### src/rtl/friscv_pkg.sv
// friscv_pkg: shared constants and types for the friscv instruction-memory path.
//   ARCH             - datapath word width
//   IMEM_ADDR_WIDTH  - imem byte-address width
//   IMEM_DEPTH       - imem depth in words
//   LOADER_LEN_BYTES - number of little-endian bytes in the image length header
//   loader_state_t   - state encoding of friscv_imem_loader
package friscv_pkg;

  localparam int ARCH             = 32;
  localparam int IMEM_ADDR_WIDTH  = 12;
  localparam int IMEM_DEPTH       = 1024;
  localparam int LOADER_LEN_BYTES = 4;

  typedef enum logic [2:0] {
    IDLE  = 3'd0,
    LEN   = 3'd1,
    DATA  = 3'd2,
    WRITE = 3'd3,
    CHK   = 3'd4,
    DONE  = 3'd5,
    ERROR = 3'd6
  } loader_state_t;

endpackage

### src/rtl/friscv_byte_packer.sv
// friscv_byte_packer: shifts bytes in little-endian order into a word.
//   clk, rst      - clock, synchronous active-high reset
//   clear_i       - drop any partial word and restart at byte 0
//   shift_i       - accept byte_i this cycle
//   byte_i        - incoming byte
//   word_o        - registered word (complete the cycle after full_o)
//   word_next_o   - word including byte_i, valid while full_o is high
//   full_o        - this shift supplies the last byte of a word
module friscv_byte_packer
  import friscv_pkg::*;
#(
  parameter int DATA_W = ARCH
) (
  input  logic              clk,
  input  logic              rst,
  input  logic              clear_i,
  input  logic              shift_i,
  input  logic [7:0]        byte_i,
  output logic [DATA_W-1:0] word_o,
  output logic [DATA_W-1:0] word_next_o,
  output logic              full_o
);

  logic [DATA_W-1:0] word_q, word_d;
  logic [1:0]        cnt_q, cnt_d;

  // New bytes enter at the top; after four shifts byte 0 sits in [7:0].
  assign word_next_o = {byte_i, word_q[DATA_W-1:8]};
  assign full_o      = shift_i && (cnt_q == 2'd3);
  assign word_o      = word_q;

  always_comb begin
    word_d = word_q;
    cnt_d  = cnt_q;
    if (clear_i) begin
      word_d = '0;
      cnt_d  = 2'd0;
    end else if (shift_i) begin
      word_d = word_next_o;
      cnt_d  = cnt_q + 2'd1;
    end
  end

  always_ff @(posedge clk) begin
    if (rst) begin
      word_q <= '0;
      cnt_q  <= 2'd0;
    end else begin
      word_q <= word_d;
      cnt_q  <= cnt_d;
    end
  end

endmodule

### src/rtl/friscv_imem_loader.sv
// friscv_imem_loader: boot-time imem writer. Receives a 4-byte little-endian
// word count followed by the payload words, writes each word to imem at
// consecutive word-aligned byte addresses and holds the core in reset until
// the image is complete.
//   clk, rst       - clock, synchronous active-high reset
//   start_i        - begin a load (accepted in IDLE/DONE/ERROR)
//   byte_i/_valid_i, byte_ready_o - byte stream handshake
//   imem_we_o/addr_o/wdata_o      - imem write port
//   core_hold_o    - core reset hold
//   done_o/error_o - load status levels
// Optional build macro FRISCV_LOADER_CHECKSUM_EN: expect one trailing XOR
// checksum byte over the payload and check it in CHK.
module friscv_imem_loader
  import friscv_pkg::*;
#(
  parameter int IMEM_ADDR_W = IMEM_ADDR_WIDTH,
  parameter int IMEM_WORDS  = IMEM_DEPTH,
  parameter int DATA_W      = ARCH
) (
  input  logic                   clk,
  input  logic                   rst,
  input  logic                   start_i,
  input  logic [7:0]             byte_i,
  input  logic                   byte_valid_i,
  output logic                   byte_ready_o,
  output logic                   imem_we_o,
  output logic [IMEM_ADDR_W-1:0] imem_addr_o,
  output logic [DATA_W-1:0]      imem_wdata_o,
  output logic                   core_hold_o,
  output logic                   done_o,
  output logic                   error_o
);

  localparam int WCNT_W = $clog2(IMEM_WORDS) + 1;

  loader_state_t     state_q, state_d;
  logic [WCNT_W-1:0] word_cnt_q, word_cnt_d;
  logic [DATA_W-1:0] len_q, len_d;

  logic              accept;
  logic              pk_clear;
  logic              pk_shift;
  logic              pk_full;
  logic [DATA_W-1:0] pk_word;
  logic [DATA_W-1:0] pk_word_next;
  logic [DATA_W-1:0] word_cnt_inc;

`ifdef FRISCV_LOADER_CHECKSUM_EN
  logic [7:0] csum_q, csum_d;
`endif

  assign byte_ready_o = (state_q == LEN) || (state_q == DATA) || (state_q == CHK);
  assign accept       = byte_valid_i && byte_ready_o;
  assign pk_shift     = accept && ((state_q == LEN) || (state_q == DATA));
  assign word_cnt_inc = DATA_W'(word_cnt_q) + DATA_W'(1);

  friscv_byte_packer #(
    .DATA_W (DATA_W)
  ) u_packer (
    .clk         (clk),
    .rst         (rst),
    .clear_i     (pk_clear),
    .shift_i     (pk_shift),
    .byte_i      (byte_i),
    .word_o      (pk_word),
    .word_next_o (pk_word_next),
    .full_o      (pk_full)
  );

  always_comb begin
    state_d    = state_q;
    word_cnt_d = word_cnt_q;
    len_d      = len_q;
    pk_clear   = 1'b0;
`ifdef FRISCV_LOADER_CHECKSUM_EN
    csum_d     = csum_q;
`endif
    case (state_q)
      IDLE, DONE, ERROR: begin
        if (start_i) begin
          state_d    = LEN;
          word_cnt_d = '0;
          pk_clear   = 1'b1;
`ifdef FRISCV_LOADER_CHECKSUM_EN
          csum_d     = 8'h00;
`endif
        end
      end
      LEN: begin
        // Decide on the full length including the byte arriving now.
        if (pk_full) begin
          len_d = pk_word_next;
          if (pk_word_next == '0)
            state_d = DONE;
          else if (pk_word_next > DATA_W'(IMEM_WORDS))
            state_d = ERROR;
          else
            state_d = DATA;
        end
      end
      DATA: begin
`ifdef FRISCV_LOADER_CHECKSUM_EN
        if (accept)
          csum_d = csum_q ^ byte_i;
`endif
        if (pk_full)
          state_d = WRITE;
      end
      WRITE: begin
        word_cnt_d = word_cnt_q + WCNT_W'(1);
        if (word_cnt_inc == len_q)
`ifdef FRISCV_LOADER_CHECKSUM_EN
          state_d = CHK;
`else
          state_d = DONE;
`endif
        else
          state_d = DATA;
      end
      CHK: begin
`ifdef FRISCV_LOADER_CHECKSUM_EN
        if (accept)
          state_d = (byte_i == csum_q) ? DONE : ERROR;
`else
        state_d = ERROR;
`endif
      end
      default: state_d = IDLE;
    endcase
  end

  always_ff @(posedge clk) begin
    if (rst) begin
      state_q    <= IDLE;
      word_cnt_q <= '0;
      len_q      <= '0;
`ifdef FRISCV_LOADER_CHECKSUM_EN
      csum_q     <= 8'h00;
`endif
    end else begin
      state_q    <= state_d;
      word_cnt_q <= word_cnt_d;
      len_q      <= len_d;
`ifdef FRISCV_LOADER_CHECKSUM_EN
      csum_q     <= csum_d;
`endif
    end
  end

  assign imem_we_o    = (state_q == WRITE);
  assign imem_addr_o  = {word_cnt_q[IMEM_ADDR_W-3:0], 2'b00};
  assign imem_wdata_o = pk_word;
  assign core_hold_o  = (state_q != DONE);
  assign done_o       = (state_q == DONE);
  assign error_o      = (state_q == ERROR);

endmodule

### config.mk
export PLATFORM = sky130hd
export DESIGN_NAME = friscv_imem_loader
export DESIGN_NICKNAME = d
export VERILOG_FILES = /design/src/rtl/friscv_pkg.sv /design/src/rtl/friscv_byte_packer.sv /design/src/rtl/friscv_imem_loader.sv
export SDC_FILE = /design/constraint.sdc
export NUM_CORES = 1
export LEC_CHECK = 0
export CORE_AREA = 2 2 79 100
export DETAILED_ROUTE_END_ITERATION = 10
export DIE_AREA = 0 0 81 102
export PLACE_DENSITY = 0.85
export SETUP_SLACK_MARGIN = 0.2
export SYNTH_ARGS = -nofsm -noshare
export SYNTH_HDL_FRONTEND = slang
export SYNTH_SLANG_ARGS = --single-unit
### constraint.sdc
create_clock -name clk -period 2.75 [get_ports clk]
set_clock_uncertainty 0.2 [all_clocks]
set_input_delay 0.4125 -clock clk [delete_from_list [all_inputs] [get_ports clk]]
set_output_delay 0.4125 -clock clk [all_outputs]
set_load 0.01 [all_outputs]
-- Yosys cells after proc, flatten, opt, wreduce, memory -nomap -nowiden
Cells that the tools add are included.
W data, S select, Z words.
- register bits: 80
- latch bits: 0
- RAM bits: 0
- memory bits (read-only): 0
- input bits: 12
- output and inout bits: 49
- logic and storage cells: 45
- memories kept: 0
- add/sub/neg operators: 3
- multiply operators: 0
- divide/modulo/power cells: 0
- order comparisons: 1
- equal/unequal tests: 12
- shifts and indexed selects: 0
- muxes and demuxes: 11
- bitwise operators: 0
- reductions and logical operators: 13
- operator list (cell ; number):
    $eq A12 B32 Y1 ; 1
    $gt A32 B11 Y1 const B ; 1
    $logic_not A32 Y1 ; 1
    $pmux W11 S2 ; 1
    $mux W3 ; 6
    $pmux W3 S5 ; 1
    $add A11 B1 Y12 const B ; 1
    $add A11 B1 Y11 const B ; 1
    $mux W11 ; 1
    $eq A3 B3 Y1 const B ; 3
    $eq A3 B2 Y1 const B ; 2
    $ne A2 B2 Y1 const B ; 3
    $reduce_and A2 Y1 ; 2
    $eq A3 B1 Y1 const B ; 1
    $logic_and A1 B1 Y1 ; 3
    $logic_not A3 Y1 ; 1
    $ne A3 B3 Y1 const B ; 1
    $reduce_and A3 Y1 ; 1
    $reduce_or A3 Y1 ; 1
    $add A2 B1 Y2 const B ; 1
    $eq A2 B2 Y1 const B ; 1
    $logic_or A1 B1 Y1 ; 2
    $mux W1 ; 2
    $reduce_bool A2 Y1 ; 1
    $reduce_or A2 Y1 ; 1

-- Logic depth before layout (Yosys ltp)
- depth in word-level cells: 8
- gate-level depth with buffers: 8
- gate-level depth less buffers: 7

-- Modules after synthesis
Synthesis repeated with hierarchy kept, for this count alone.
- cells, all modules: 497
- area, all modules: 4096.4 um2
- by module, submodules not included (module ; instances ; cells an instance ; area an instance (um2) ; seq. area each (um2)):
    friscv_imem_loader ; 1 ; 352 ; 2580.0 ; 920.9
    friscv_byte_packer ; 1 ; 145 ; 1516.5 ; 680.7

-- Worst setup path before layout
No wires, ideal clock.
- path type: register to register
- from: register word_cnt_q[1]
- to: register state_q[0]
- library setup time: 0.070 ns
- arrival: 1.989 ns
- data required time: 2.480 ns
- setup slack: 0.491 ns
- stages on the path, launching flop included: 9
- buffers on the path: 1
- clock period less this slack: 2.259 ns
- cell sequence: dfxtp_1 ha_1 buf_2 nand3_1 o21ai_0 nor4bb_1 o32ai_1 or4b_1 o2bb2ai_1
- longest elaborated chain between the ends: 4
- ends and longest elaborated chain (item ; line ; RTL):
    start: declaration ; friscv_imem_loader.sv:37 ; logic [WCNT_W-1:0] word_cnt_q, word_cnt_d;
    start signal: assignment ; friscv_imem_loader.sv:142 ; word_cnt_q <= word_cnt_d;
    $add A11 B1 Y12 ; friscv_imem_loader.sv:55 ; assign word_cnt_inc = DATA_W'(word_cnt_q) + DATA_W'(1);
    $eq A12 B32 Y1 ; friscv_imem_loader.sv:111 ; if (word_cnt_inc == len_q)
    $mux W3 ; friscv_imem_loader.sv:111 ;
    $pmux W3 S5 ; friscv_imem_loader.sv:78 ; case (state_q)
    end signal: assignment ; friscv_imem_loader.sv:141 ; state_q <= state_d;
    end: declaration ; friscv_imem_loader.sv:36 ; loader_state_t state_q, state_d;
Every way passes these cells.
A chain may end at the register's enable or synchronous reset.

-- Final worst setup path
- from: register word_cnt_q[7]
- to: register state_q[1]
Same word-level chain as after synthesis.

==> run summary <==
SYNTHESIS
------------------------------------------------------------------------------------
Number of warning messages in the yosys log                                        0
Cell type with the highest aggregate area in the netlist                     dfxtp_1
Top cells by area in the synthesized netlist                            dfxtp_1, nand2_1, a21oi_1
Fraction of post-synthesis cell area in the top cell type by area              42.4%
Sequential area share after synthesis                                          42.4%
Count leader, synth                                                          nand2_1
Gate count after technology mapping                                              506
Distinct cells, synth                                                             50
Share of synthesized registers carrying an async set or reset                     0%
Number of enable flip-flop cells after synthesis                                   0
Post-synthesis average cell area                                          7.47 sq um
Synth Register Bits                                                               80
Synthesized cell area                                                     3780 sq um
Most numerous cell types in the synthesized netlist                     nand2_1, a21oi_1, dfxtp_1
Flip-flop cell with the highest count after synthesis                        dfxtp_1

SETUP PATH
------------------------------------------------------------------------------------
Kind of end point of the critical path                                          flop
Startpoint Class                                                                flop
Critical path class                                                       reg -> reg
WP data arrival                                                              2.47 ns
Data required time of the critical path                                      2.80 ns
Highest net fanout along the worst path                                           12

TIMING
------------------------------------------------------------------------------------
Count of final hold-check violations                                               0
Pins over their slew limit                                                         0
Highest attainable clock frequency                                         0.413 GHz
Min cycle time layout                                                        2.42 ns
Final period utilization                                                       88.0%
Post-route setup TNS                                                            0 ns
Setup ws final                                                              0.330 ns
Final-report setup violation count                                                 0
RSZ-0062 raised after global routing                                              no

POWER
------------------------------------------------------------------------------------
Pwr/cell area                                                            490 nW/um^2
Sequential power share                                                         53.2%
Largest voltage drop on the vdd net                                       0.000337 V
Power after layout                                                           2.23 mW
Sw Ratio                                                                       27.5%
Switching power                                                             0.614 mW
Gate power share                                                               10.1%
Clock network power share                                                      36.7%
Leak Pwr                                                                     1.48 nW
Pint                                                                         1.62 mW

PLACEMENT
------------------------------------------------------------------------------------
Weighted congestion at the end of routability-driven global placement          0.954
Detail Placement HPWL                                                        6.60 mm
Buffers added on ports                                                            58
Post-Place Worst Slack                                                      0.282 ns

CLOCK NETWORK
------------------------------------------------------------------------------------
Number of buffers between clock root and the deepest sink                          2
Setup repair bufs after CTS                                                        0
CTS H-tree depth                                                                   3
Clk pin slew, worst setup/hold paths                                         0.09 ns
Clock root cell                                                             clkbuf_8
CTS sink cnt                                                                      80
TritonCTS buffer count                                                             9
Insertion delay to the later sink of the worst-skew pair                     0.35 ns
Clock tree from TritonCTS                                                       done

ROUTE
------------------------------------------------------------------------------------
Final Routed Wirelength                                                      9.52 mm
Antenna Violating Nets Remaining                                                   0
Avg WL per Cell                                                         14.9 microns
Total via count in the routed design                                            3649
Via/cell ratio                                                                  5.71
DRC                                                                                0
Number of DRC markers after the initial detailed-route iteration                 267
First-pass iteration count of the detailed router                                  5

GRT
------------------------------------------------------------------------------------
First-pass GRT wire length                                                   15.9 mm
Aggregate global-route resource usage                                          24.7%
Congestion Overflow GR                                                             0
Antenna violations before repair                                                   0
Largest net degree at the start of global routing                                 36
Number of global-route vias before repair                                       3325

FINISH
------------------------------------------------------------------------------------
Fraction of layout instances using a drive strength above 1                    7.50%
Count of fill cells added during filler insertion                                631
Number of nets in the layout                                                     556
Synth-to-Final Area Change                                                     20.6%
Final standard cell utilization of the core                                    62.7%
Area of combinational cells with multiple inputs                          1930 sq um
Antenna Cells                                                                      0
Sequential cell area                                                      1610 sq um

MIN PATH
------------------------------------------------------------------------------------
Worst min-delay path class                                                reg -> reg

DIE
------------------------------------------------------------------------------------
Die width                                                                 81 microns
Number of placement rows                                                          35
Top-level I/O count                                                               61
Core Region                                                               7270 sq um
Die footprint                                                             8260 sq um
Effective utilization at floorplan                                             52.0%
Die outline height                                                       102 microns

FLOW RUN
------------------------------------------------------------------------------------
Count of max-cap constraint violations                                             0

OUTCOME
------------------------------------------------------------------------------------
Status                                                                  finished, final reports clean

## power by group through the flow
| stage | Sequential, mW | Combinational [mW] | Clock, mW |
|---|---|---|---|
| 3_3_place_gp | 1.21 | 0.219 | 0 |
| 3_5_place_dp | 1.21 | 0.222 | 0 |
| 6_report | 1.19 | 0.226 | 0.819 |
| 2_1_floorplan | 1.21 | 0.144 | 0 |
| 5_1_grt | 1.19 | 0.249 | 0.879 |
| 4_1_cts | 1.19 | 0.225 | 0.830 |
## timing repair
item,CTS,global route
endpoints found under the setup margin,0,4
hold buffers,0,0
gates resized for setup,0,6
## layout make-up
cell class | count | share of cell area (%)
inverter | 6 | 0.494
timing repair buffer | 72 | 15.3
sequential | 80 | 35.2
clock buffer | 10 | 3.02
clock inverter | 6 | 1.10
tap | 92 | 2.52
multi-input combinational | 373 | 42.3
## cell families after synthesis
kind of cell    after synthesis  share of synthesized area, %
other cells                   1                        0.0992
flops                        80                          42.4
fa+ha+maj                     2                         0.662
simple gates                235                          28.6
buf+inv                      54                          6.92
xor+xnor                     17                          3.94
mux                           1                         0.265
compound gates              116                          17.1
## layout by cell type (no fill, tap or decap), types with 3 or more instances in the layout
cell type and instances:
dfxtp_1 76, dfxtp_2 4, o21ai_0 14, nor3_1 7, clkbuf_8 10, nand3b_1 6
xor2_1 3, nor2_1 18, buf_4 13, nand3_1 7, nor4_1 15, inv_1 5
xnor2_1 14, nand4_1 5, a21o_1 4, or3_1 10, a21oi_1 80, and3_1 3
nand2_1 146, clkdlybuf4s50_1 58
## path summary, 6_finish.rpt
check,to,slack [ns],cells after the start,startpoint
worst max-delay path,state_q[1],0.33,6,word_cnt_q[7]
worst min-delay path,u_packer.word_o[4],0.26,2,u_packer.word_o[4]
worst max register to register,state_q[1],0.33,6,word_cnt_q[7]
worst min register to register,u_packer.word_o[4],0.26,2,u_packer.word_o[4]
## flip-flops by register name, indices dropped and copies added (netlist names)
name             count
len_q               32
word_cnt_q          11
u_packer.cnt_q       2
state_q              3
u_packer.word_o     32
## per-stage QoR
step	instances	instance area (sq um)	hold WS, ns
floorplan	507	3780	0.236
global placement	623	4360	0.243
detailed placement	623	4360	0.245
CTS	639	4550	0.258
global route	639	4560	0.279
finish	639	4560	0.256
## critical path: stages, from the launching register on
cell     delay [ns]
dfxtp_1        0.58
nand4_1        0.22
or3_1          0.42
nor3b_1        0.22
o32ai_1        0.13
or2_1          0.27
o31a_1         0.27
## layer usage
layer / vias to the layer above / global-route usage, % / share of wire [%]
li1: 1789 / - / -
met1: 1702 / 30.2 / 40
met2: 133 / 42.3 / 51
met3: 25 / 4.86 / 6.1
met4: 0 / 10.3 / 2.5
met5: - / 0 / 0
Power figures use the tool's default switching activity.
